`config.mk`:
```
export PLATFORM = sky130hd
export DESIGN_NAME = apb_uart_tx_scheduler_flat
export DESIGN_NICKNAME = d
export VERILOG_FILES = /design/src/rtl/apb_uart_tx_scheduler_if.sv /design/src/rtl/apb_uart_tx_scheduler.sv /design/src/flat_wrapper.sv
export SDC_FILE = /design/constraint.sdc
export NUM_CORES = 1
export LEC_CHECK = 0
export ABC_AREA = 0
export CORE_UTILIZATION = 41
export DETAILED_ROUTE_END_ITERATION = 7
export PLACE_DENSITY = 0.77
export SYNTH_ARGS = -nofsm -noshare
export SYNTH_HDL_FRONTEND = slang
export SYNTH_SLANG_ARGS = --single-unit
export TNS_END_PERCENT = 10
```
`constraint.sdc`:
```
create_clock -name PCLK -period 2.1 [get_ports PCLK]
set_clock_uncertainty 0.15 [all_clocks]
set_input_delay 0.21 -clock PCLK [delete_from_list [all_inputs] [get_ports PCLK]]
set_output_delay 0.21 -clock PCLK [all_outputs]
set_load 0.005 [all_outputs]
```
`src/rtl/apb_uart_tx_scheduler_if.sv`:
```
// ----------------------------------------------------------------------------
// apb_uart_tx_scheduler_if
// Bundles the requester handshake, config request, status outputs, the APB
// master bus toward the UART bridge and the UART tx-done indication.
//   master : view of the scheduler (drives ack/err/grant/busy and APB controls)
//   slave  : view of the environment (requesters, APB slave, UART)
// Ports: req, req_data, cfg_valid, cfg_parity, cfg_baud, ack, err, grant,
//        busy, PSEL, PENABLE, PWRITE, PADDR, PWDATA, PREADY, tx_done_flag.
// ----------------------------------------------------------------------------
interface apb_uart_tx_scheduler_if #(
    parameter int NREQ = 4
);
    logic [NREQ-1:0]   req;
    logic [8*NREQ-1:0] req_data;
    logic              cfg_valid;
    logic [1:0]        cfg_parity;
    logic [1:0]        cfg_baud;
    logic [NREQ-1:0]   ack;
    logic              err;
    logic [NREQ-1:0]   grant;
    logic              busy;
    logic              PSEL;
    logic              PENABLE;
    logic              PWRITE;
    logic [4:0]        PADDR;
    logic [31:0]       PWDATA;
    logic              PREADY;
    logic              tx_done_flag;

    modport master (
        input  req, req_data, cfg_valid, cfg_parity, cfg_baud, PREADY, tx_done_flag,
        output ack, err, grant, busy, PSEL, PENABLE, PWRITE, PADDR, PWDATA
    );

    modport slave (
        output req, req_data, cfg_valid, cfg_parity, cfg_baud, PREADY, tx_done_flag,
        input  ack, err, grant, busy, PSEL, PENABLE, PWRITE, PADDR, PWDATA
    );
endinterface

```
`src/rtl/apb_uart_tx_scheduler.sv`:
```
// ----------------------------------------------------------------------------
// apb_uart_tx_scheduler
// APB master in front of the UART APB bridge. After reset it writes the
// enable register (0x00 <- 3) and the control register (0x04 <- {baud,parity}),
// then shares the transmitter among NREQ byte requesters round-robin. Each
// granted byte becomes one APB write to 0x0C; the grant is held until the UART
// reports tx_done_flag or TIMEOUT cycles pass.
// Ports:
//   PCLK   : clock, rising edge
//   PRESET : asynchronous active-high reset
//   bus    : apb_uart_tx_scheduler_if.master (requesters, config, APB, UART)
// ----------------------------------------------------------------------------
module apb_uart_tx_scheduler #(
    parameter int         NREQ       = 4,
    parameter int         TIMEOUT    = 65535,
    parameter logic [1:0] RST_PARITY = 2'b00,
    parameter logic [1:0] RST_BAUD   = 2'b00
) (
    input  logic                            PCLK,
    input  logic                            PRESET,
    apb_uart_tx_scheduler_if.master         bus
);

    localparam int PW = (NREQ > 1) ? $clog2(NREQ) : 1;
    localparam int TW = (TIMEOUT > 1) ? $clog2(TIMEOUT) : 1;

    localparam logic [3:0] INIT_EN_SETUP    = 4'd0;
    localparam logic [3:0] INIT_EN_ACCESS   = 4'd1;
    localparam logic [3:0] INIT_CTRL_SETUP  = 4'd2;
    localparam logic [3:0] INIT_CTRL_ACCESS = 4'd3;
    localparam logic [3:0] IDLE             = 4'd4;
    localparam logic [3:0] ARB              = 4'd5;
    localparam logic [3:0] TX_SETUP         = 4'd6;
    localparam logic [3:0] TX_ACCESS        = 4'd7;
    localparam logic [3:0] TX_WAIT          = 4'd8;

    logic [3:0]      state, state_d;
    logic            out_en;       // low only in the first cycle after reset, keeps outputs at 0
    logic [PW-1:0]   rr_ptr;
    logic [NREQ-1:0] grant_q;
    logic [3:0]      cfg_lat;      // {baud, parity}
    logic            cfg_pending;
    logic [TW-1:0]   tmo_cnt;
    logic [7:0]      wr_byte;      // payload of the current control or TX write
    logic [PW-1:0]   winner;
    logic [7:0]      win_byte;
    logic            psel_c, penable_c, tx_done_now, tx_tmo_now;

    // First set bit strictly after ptr, wrapping; ptr itself has lowest priority.
    function automatic logic [PW-1:0] rr_pick(input logic [NREQ-1:0] r, input logic [PW-1:0] ptr);
        logic [PW-1:0] pick;
        logic [PW-1:0] idx_v;
        int            idx;
        pick = ptr;
        for (int k = NREQ; k >= 1; k--) begin
            idx   = (int'(ptr) + k) % NREQ;
            idx_v = idx[PW-1:0];
            if (r[idx_v]) pick = idx_v;
        end
        return pick;
    endfunction

    assign winner = rr_pick(bus.req, rr_ptr);

    always_comb begin
        win_byte = 8'h00;
        for (int i = 0; i < NREQ; i++) begin
            if (winner == PW'(i)) win_byte = bus.req_data[8*i +: 8];
        end
    end

    always_comb begin
        psel_c      = out_en && (state == INIT_EN_SETUP || state == INIT_CTRL_SETUP ||
                                 state == TX_SETUP || state == INIT_EN_ACCESS ||
                                 state == INIT_CTRL_ACCESS || state == TX_ACCESS);
        penable_c   = (state == INIT_EN_ACCESS || state == INIT_CTRL_ACCESS || state == TX_ACCESS);
        tx_done_now = (state == TX_WAIT) && bus.tx_done_flag;
        tx_tmo_now  = (state == TX_WAIT) && !bus.tx_done_flag && (tmo_cnt == TW'(TIMEOUT - 1));
    end

    always_comb begin
        state_d = state;
        case (state)
            INIT_EN_SETUP:    if (out_en) state_d = INIT_EN_ACCESS;
            INIT_EN_ACCESS:   if (bus.PREADY) state_d = INIT_CTRL_SETUP;
            INIT_CTRL_SETUP:  state_d = INIT_CTRL_ACCESS;
            INIT_CTRL_ACCESS: if (bus.PREADY) state_d = IDLE;
            IDLE: begin
                if (cfg_pending)   state_d = INIT_CTRL_SETUP;
                else if (|bus.req) state_d = ARB;
            end
            // A request withdrawn before arbitration is simply not served.
            ARB:              state_d = (|bus.req) ? TX_SETUP : IDLE;
            TX_SETUP:         state_d = TX_ACCESS;
            TX_ACCESS:        if (bus.PREADY) state_d = TX_WAIT;
            TX_WAIT:          if (tx_done_now || tx_tmo_now) state_d = IDLE;
            default:          state_d = INIT_EN_SETUP;
        endcase
    end

    always_ff @(posedge PCLK or posedge PRESET) begin
        if (PRESET) begin
            state       <= INIT_EN_SETUP;
            out_en      <= 1'b0;
            rr_ptr      <= PW'(NREQ - 1);
            grant_q     <= '0;
            cfg_lat     <= {RST_BAUD, RST_PARITY};
            cfg_pending <= 1'b0;
            tmo_cnt     <= '0;
        end else begin
            state  <= state_d;
            out_en <= 1'b1;
            if (bus.cfg_valid) begin
                cfg_lat     <= {bus.cfg_baud, bus.cfg_parity};
                cfg_pending <= 1'b1;
            // A cfg update that lands during the control write leaves the
            // latched value different from the one written, so keep pending.
            end else if (state == INIT_CTRL_ACCESS && bus.PREADY && wr_byte[3:0] == cfg_lat) begin
                cfg_pending <= 1'b0;
            end
            if (state == ARB && |bus.req) begin
                grant_q <= {{(NREQ-1){1'b0}}, 1'b1} << winner;
                rr_ptr  <= winner;
            end else if (tx_done_now || tx_tmo_now) begin
                grant_q <= '0;
            end
            if (state == TX_ACCESS)    tmo_cnt <= '0;
            else if (state == TX_WAIT) tmo_cnt <= tmo_cnt + 1'b1;
        end
    end

    // Write payload is snapshotted on entry so PWDATA stays stable for the whole transfer.
    always_ff @(posedge PCLK) begin
        if (state_d == INIT_CTRL_SETUP) wr_byte <= {4'b0000, cfg_lat};
        else if (state == ARB)          wr_byte <= win_byte;
    end

    always_comb begin
        bus.PADDR  = 5'h00;
        bus.PWDATA = 32'h0;
        if (psel_c) begin
            case (state)
                INIT_EN_SETUP, INIT_EN_ACCESS: begin
                    bus.PADDR  = 5'h00;
                    bus.PWDATA = 32'h3;
                end
                INIT_CTRL_SETUP, INIT_CTRL_ACCESS: begin
                    bus.PADDR  = 5'h04;
                    bus.PWDATA = {28'h0, wr_byte[3:0]};
                end
                TX_SETUP, TX_ACCESS: begin
                    bus.PADDR  = 5'h0C;
                    bus.PWDATA = {24'h0, wr_byte};
                end
                default: begin
                    bus.PADDR  = 5'h00;
                    bus.PWDATA = 32'h0;
                end
            endcase
        end
    end

    assign bus.PSEL    = psel_c;
    assign bus.PENABLE = penable_c;
    assign bus.PWRITE  = psel_c;
    assign bus.grant   = grant_q;
    assign bus.busy    = out_en && (state != IDLE);
    assign bus.ack     = (tx_done_now || tx_tmo_now) ? grant_q : '0;
    assign bus.err     = tx_tmo_now;

endmodule
```
`src/flat_wrapper.sv`:
```
// flat-port wrapper written by rule: the top's interface ports become plain ports
module apb_uart_tx_scheduler_flat 
#(
    parameter int         NREQ       = 4,
    parameter int         TIMEOUT    = 65535,
    parameter logic [1:0] RST_PARITY = 2'b00,
    parameter logic [1:0] RST_BAUD   = 2'b00
)
  (PCLK, PRESET, bus_req, bus_req_data, bus_cfg_valid, bus_cfg_parity, bus_cfg_baud, bus_PREADY, bus_tx_done_flag, bus_ack, bus_err, bus_grant, bus_busy, bus_PSEL, bus_PENABLE, bus_PWRITE, bus_PADDR, bus_PWDATA);
  apb_uart_tx_scheduler_if #(.NREQ(NREQ)) bus_i ();
  input  logic PCLK;
  input  logic PRESET;
  input wire logic [$bits(bus_i.req)-1:0] bus_req;
  input wire logic [$bits(bus_i.req_data)-1:0] bus_req_data;
  input wire logic [$bits(bus_i.cfg_valid)-1:0] bus_cfg_valid;
  input wire logic [$bits(bus_i.cfg_parity)-1:0] bus_cfg_parity;
  input wire logic [$bits(bus_i.cfg_baud)-1:0] bus_cfg_baud;
  input wire logic [$bits(bus_i.PREADY)-1:0] bus_PREADY;
  input wire logic [$bits(bus_i.tx_done_flag)-1:0] bus_tx_done_flag;
  output wire logic [$bits(bus_i.ack)-1:0] bus_ack;
  output wire logic [$bits(bus_i.err)-1:0] bus_err;
  output wire logic [$bits(bus_i.grant)-1:0] bus_grant;
  output wire logic [$bits(bus_i.busy)-1:0] bus_busy;
  output wire logic [$bits(bus_i.PSEL)-1:0] bus_PSEL;
  output wire logic [$bits(bus_i.PENABLE)-1:0] bus_PENABLE;
  output wire logic [$bits(bus_i.PWRITE)-1:0] bus_PWRITE;
  output wire logic [$bits(bus_i.PADDR)-1:0] bus_PADDR;
  output wire logic [$bits(bus_i.PWDATA)-1:0] bus_PWDATA;
  assign bus_i.req = bus_req;
  assign bus_i.req_data = bus_req_data;
  assign bus_i.cfg_valid = bus_cfg_valid;
  assign bus_i.cfg_parity = bus_cfg_parity;
  assign bus_i.cfg_baud = bus_cfg_baud;
  assign bus_i.PREADY = bus_PREADY;
  assign bus_i.tx_done_flag = bus_tx_done_flag;
  assign bus_ack = bus_i.ack;
  assign bus_err = bus_i.err;
  assign bus_grant = bus_i.grant;
  assign bus_busy = bus_i.busy;
  assign bus_PSEL = bus_i.PSEL;
  assign bus_PENABLE = bus_i.PENABLE;
  assign bus_PWRITE = bus_i.PWRITE;
  assign bus_PADDR = bus_i.PADDR;
  assign bus_PWDATA = bus_i.PWDATA;
  apb_uart_tx_scheduler #(.NREQ(NREQ), .TIMEOUT(TIMEOUT), .RST_PARITY(RST_PARITY), .RST_BAUD(RST_BAUD)) u_core (.PCLK(PCLK), .PRESET(PRESET), .bus(bus_i));
endmodule
```
==> flow_summary.toml, run 1 <==
[grt]
maximum_number_of_pins_on_one_net_before_global_route_repair = 33
grt_antenna_before_repair = 0
grtUsageTotal = 0.2041
grt_remaining_overflow = 0
grt_pass1_vias = 2293
global_route_wire_length_before_repair_um = 10470

[drt]
vias_per_cell = 5.153
dr_total_vias = 2422
drtIter0Drc = 101
detailedRoute.firstPassIterationCount = 4
wl_um = 6770
postRouteAntennaNets = 0
drc = 0
drt-wirelength-per-cell_um = 14.40

[clock_network]
numCtsBuffers = 5
clkSlewWorstSetupHoldPaths_ns = 0.08
clk_root_buffer_cell = "sky130_fd_sc_hd__clkbuf_8"
tritoncts = "built"
clock_tree.buffer_depth = 2
clock_tree.htree_level_count = 2
clock_sinks = 40
clock_latency_ns = 0.29

[sta]
timing.final.crit_share = 1.060
min_clock_period_post_route_ns = 2.227
setup_ws_post_layout_ns = -0.1265
max_clock_freq_mhz = 449.1
max_slew_vio_count = 0
setup-violations-final = 8
rsz0062_at_grt = "yes"
timing_hold_violations_final = 0
timing.setup.tns_ns = -0.3619
hold_ws_ns = 0.1525

[logic_synthesis]
synth.yosys.warnings = 0
syn-mean-instance-area_um2 = 9.162
synth_flop_cell = "sky130_fd_sc_hd__dfrtp_1"
synth_cell_type_count = 52
synth-edff-count = 4
ys_seq_area_frac = 0.3803
post_synth_inst_count = 288
synth_area_mm2 = 0.002639
postSynthRegisterBits = 40
ys_async_sr_fraction = 0.8000

[outcome]
result_of_the_run = "finished, violations left"
violations_in_the_final_reports = "setup timing"

[layout]
final_cell_count_no_fill = 470
nets = 441
flow.area_growth_from_synthesis_pct = 43.20
layout_cell_share_with_drive_strength_beyond_1 = 0.2380
multiInputGateArea_mm2 = 0.001495
postLayoutCellArea_mm2 = 0.003779
antenna-diode-count = 0
regArea_mm2 = 0.001003
postLayoutCoreUtil = 0.6235
fill_cells = 497

[setup_path]
worst-path-stages = 7
crit_path_start_kind = "flop"
crit_path_top_delay_cell = "sky130_fd_sc_hd__dfrtp_1"
worst-path-buf-inv = 2
timing.critical_path.from = "u_core.state[1]$_DFF_PP0_"
max_stage_delay_ns = 0.41
r2r-start = "u_core.state[1]$_DFF_PP0_"
worstSetupPathType = "flop to output pin"
rr_endpoint = "u_core.bus.grant[1]$_DFFE_PP0P_"
worst_ep_required_time_ns = 1.74
crit_family = "simple AND/OR/NAND/NOR gates"
worst-endpoint-arrival_ns = 1.87
reg2regPathDepth = 8
timing.critical_path.to = "bus_ack[3]"
worst_setup_path_end_kind = "output pin"
setup.reg_to_reg.worst_slack_ns = -0.02
critical_path.cell_chain = "nor4b_4 > nand4_1 > nor3_4 > a21oi_4 > buf_6 > nor2b_1 > buf_2"
path_max_fanout = 4

[floorplan]
floorplan.initialDensity = 0.4354
dieArea_mm2 = 0.006761
dieWidth_um = 82.23
die_height_um = 82.23
top_level_ports = 95
num_rows = 28
core_area_mm2 = 0.006061

[power]
peakVddDrop_mv = 0.7456
power_density_mw_per_mm2 = 1003
power.static_leakage_nw = 1.753
total_power_mw = 3.791

[place]
globalplace.congestion = 0.8330
io_buffers = 67
dpl.cell_count = 455
place_area_mm2 = 0.003548
dp.final_hpwl_um = 4987
placement.setup.worst_slack_ns = -0.2542

[flow_run]
max_cap_violations = 0

[hold_path]
min_path_type = "primary input to async pin"
[worst min path at each step]
stage | startpoint | endpoint | slack, ns
floorplan | PRESET | u_core.bus.grant[0]$_DFFE_PP0P_ | 0.17
global placement | u_core.wr_byte[5]$_SDFFE_PN0P_ | u_core.wr_byte[5]$_SDFFE_PN0P_ | 0.32
detailed placement | u_core.wr_byte[5]$_SDFFE_PN0P_ | u_core.wr_byte[5]$_SDFFE_PN0P_ | 0.32
CTS | PRESET | u_core.tmo_cnt[11]$_DFFE_PP0P_ | 0.17
global route | PRESET | u_core.bus.grant[0]$_DFFE_PP0P_ | 0.20
finish | PRESET | u_core.bus.grant[2]$_DFFE_PP0P_ | 0.15
[registers in the layout, indices dropped and copies added, names as in the netlist]
| register | cells |
|---|---|
| u_core.tmo_cnt | 16 |
| u_core.state | 4 |
| u_core.cfg_lat | 4 |
| u_core.bus.grant | 4 |
| u_core.rr_ptr | 2 |
| u_core.wr_byte | 8 |
| u_core.out_en | 1 |
| u_core.cfg_pending | 1 |
[cells in the final DEF, fill, tap and decap left out, types with 5 or more instances in the layout]
master	Yosys	layout
sky130_fd_sc_hd__nor3b_1	6	6
sky130_fd_sc_hd__dfrtp_1	30	30
sky130_fd_sc_hd__nor3_1	9	8
sky130_fd_sc_hd__a21oi_1	11	11
sky130_fd_sc_hd__buf_6	0	7
sky130_fd_sc_hd__clkbuf_8	0	7
sky130_fd_sc_hd__clkdlybuf4s50_1	0	50
sky130_fd_sc_hd__conb_1	2	28
sky130_fd_sc_hd__nor2b_1	6	6
sky130_fd_sc_hd__nor2_1	19	18
sky130_fd_sc_hd__nand4_1	5	5
sky130_fd_sc_hd__inv_1	13	13
sky130_fd_sc_hd__and3_1	21	20
sky130_fd_sc_hd__buf_4	31	42
sky130_fd_sc_hd__a211o_1	8	8
sky130_fd_sc_hd__nand2b_1	6	5
sky130_fd_sc_hd__nand2_1	13	12
sky130_fd_sc_hd__xnor2_1	13	13
sky130_fd_sc_hd__dlygate4sd2_1	0	9
sky130_fd_sc_hd__nand3_1	5	5
sky130_fd_sc_hd__a211oi_1	9	8
[Yosys cell counts (2+ instances only)]
master,count,area [um2]
sky130_fd_sc_hd__or2_2,2,12.51
sky130_fd_sc_hd__xnor2_1,13,113.9
sky130_fd_sc_hd__nor3_1,9,45.04
sky130_fd_sc_hd__mux2_2,4,45.04
sky130_fd_sc_hd__nor2b_1,6,37.54
sky130_fd_sc_hd__buf_2,3,15.01
sky130_fd_sc_hd__nor3b_1,6,45.04
sky130_fd_sc_hd__nand2_1,13,48.80
sky130_fd_sc_hd__a21oi_1,11,55.05
sky130_fd_sc_hd__nand4_1,5,31.28
sky130_fd_sc_hd__edfxtp_1,4,120.1
sky130_fd_sc_hd__o41ai_1,2,17.52
sky130_fd_sc_hd__buf_4,31,232.7
sky130_fd_sc_hd__o21ai_0,5,25.02
sky130_fd_sc_hd__o21a_1,2,15.01
sky130_fd_sc_hd__o32ai_1,4,35.03
sky130_fd_sc_hd__a31oi_1,2,12.51
sky130_fd_sc_hd__a32o_1,4,40.04
sky130_fd_sc_hd__dfxtp_1,4,80.08
sky130_fd_sc_hd__nand3_1,5,25.02
sky130_fd_sc_hd__conb_1,2,7.510
sky130_fd_sc_hd__a31o_2,4,35.03
sky130_fd_sc_hd__nand2b_1,6,37.54
sky130_fd_sc_hd__xor2_1,3,26.28
sky130_fd_sc_hd__nor2_1,19,71.32
sky130_fd_sc_hd__a211o_1,8,70.07
sky130_fd_sc_hd__and3_1,21,131.4
sky130_fd_sc_hd__ha_1,2,25.02
sky130_fd_sc_hd__dfstp_2,2,52.55
sky130_fd_sc_hd__a211oi_1,9,67.56
sky130_fd_sc_hd__or3_1,5,31.28
sky130_fd_sc_hd__dfrtp_1,30,750.7
sky130_fd_sc_hd__inv_1,13,48.80
sky130_fd_sc_hd__and3b_1,2,17.52
sky130_fd_sc_hd__clkbuf_1,8,30.03
sky130_fd_sc_hd__and2_1,3,18.77
[logic make-up after synthesis]
kind of cell,synth area share
fa+ha+maj,0.009482
compound gates,0.1626
flops,0.3803
buf+inv,0.1238
simple gates,0.2470
other cells,0.002846
xor+xnor,0.05311
mux,0.02086
[layer usage]
layer	GRT usage	wire (um)	vias to the layer above
li1	-	-	1188
met5	0	0	-
met2	0.3446	3371	81
met4	0.07193	146	0
met1	0.2569	2910	1137
met3	0.04286	340	16
[worst register-to-register path, stage by stage (launching register included)]
cell                      delay, ns
sky130_fd_sc_hd__dfrtp_1       0.41
sky130_fd_sc_hd__nor4b_4       0.32
sky130_fd_sc_hd__nand4_1       0.19
sky130_fd_sc_hd__nor3_4        0.21
sky130_fd_sc_hd__a21oi_4       0.08
sky130_fd_sc_hd__buf_6         0.14
sky130_fd_sc_hd__buf_4         0.14
sky130_fd_sc_hd__buf_4         0.13
sky130_fd_sc_hd__a32o_1        0.24
[what timing repair did]
item                                    in CTS  in global routing
setup buffers                                4                  3
cloned                                       0                  0
endpoints found under the setup margin      27                 33
pin swaps                                    5                  3
gates resized for setup                     44                 14
hold buffers                                 0                  0
hold endpoints to repair                     0                  0
[cell type report]
type | count | share of cell area
Clock buffer | 8 | 0.03212
Inverter | 13 | 0.01291
Multi-Input combinational cell | 219 | 0.3957
Sequential cell | 40 | 0.2656
Tap cell | 75 | 0.02483
Timing Repair Buffer | 115 | 0.2689
[power breakdown]
group | switching [mW] | internal, mW
Sequential | 0.144 | 1.02
Combinational | 0.953 | 1.03
Clock | 0.273 | 0.372
No activity file was read; power rests on OpenSTA's default activity.
==> run 2, diff against run 1 <==
Settings changed: CTS_CLUSTER_DIAMETER set to 30, HOLD_SLACK_MARGIN set to 0.03.
==> results of run 2 <==
Final layout, timing and power as in run 1 (identical DEF).
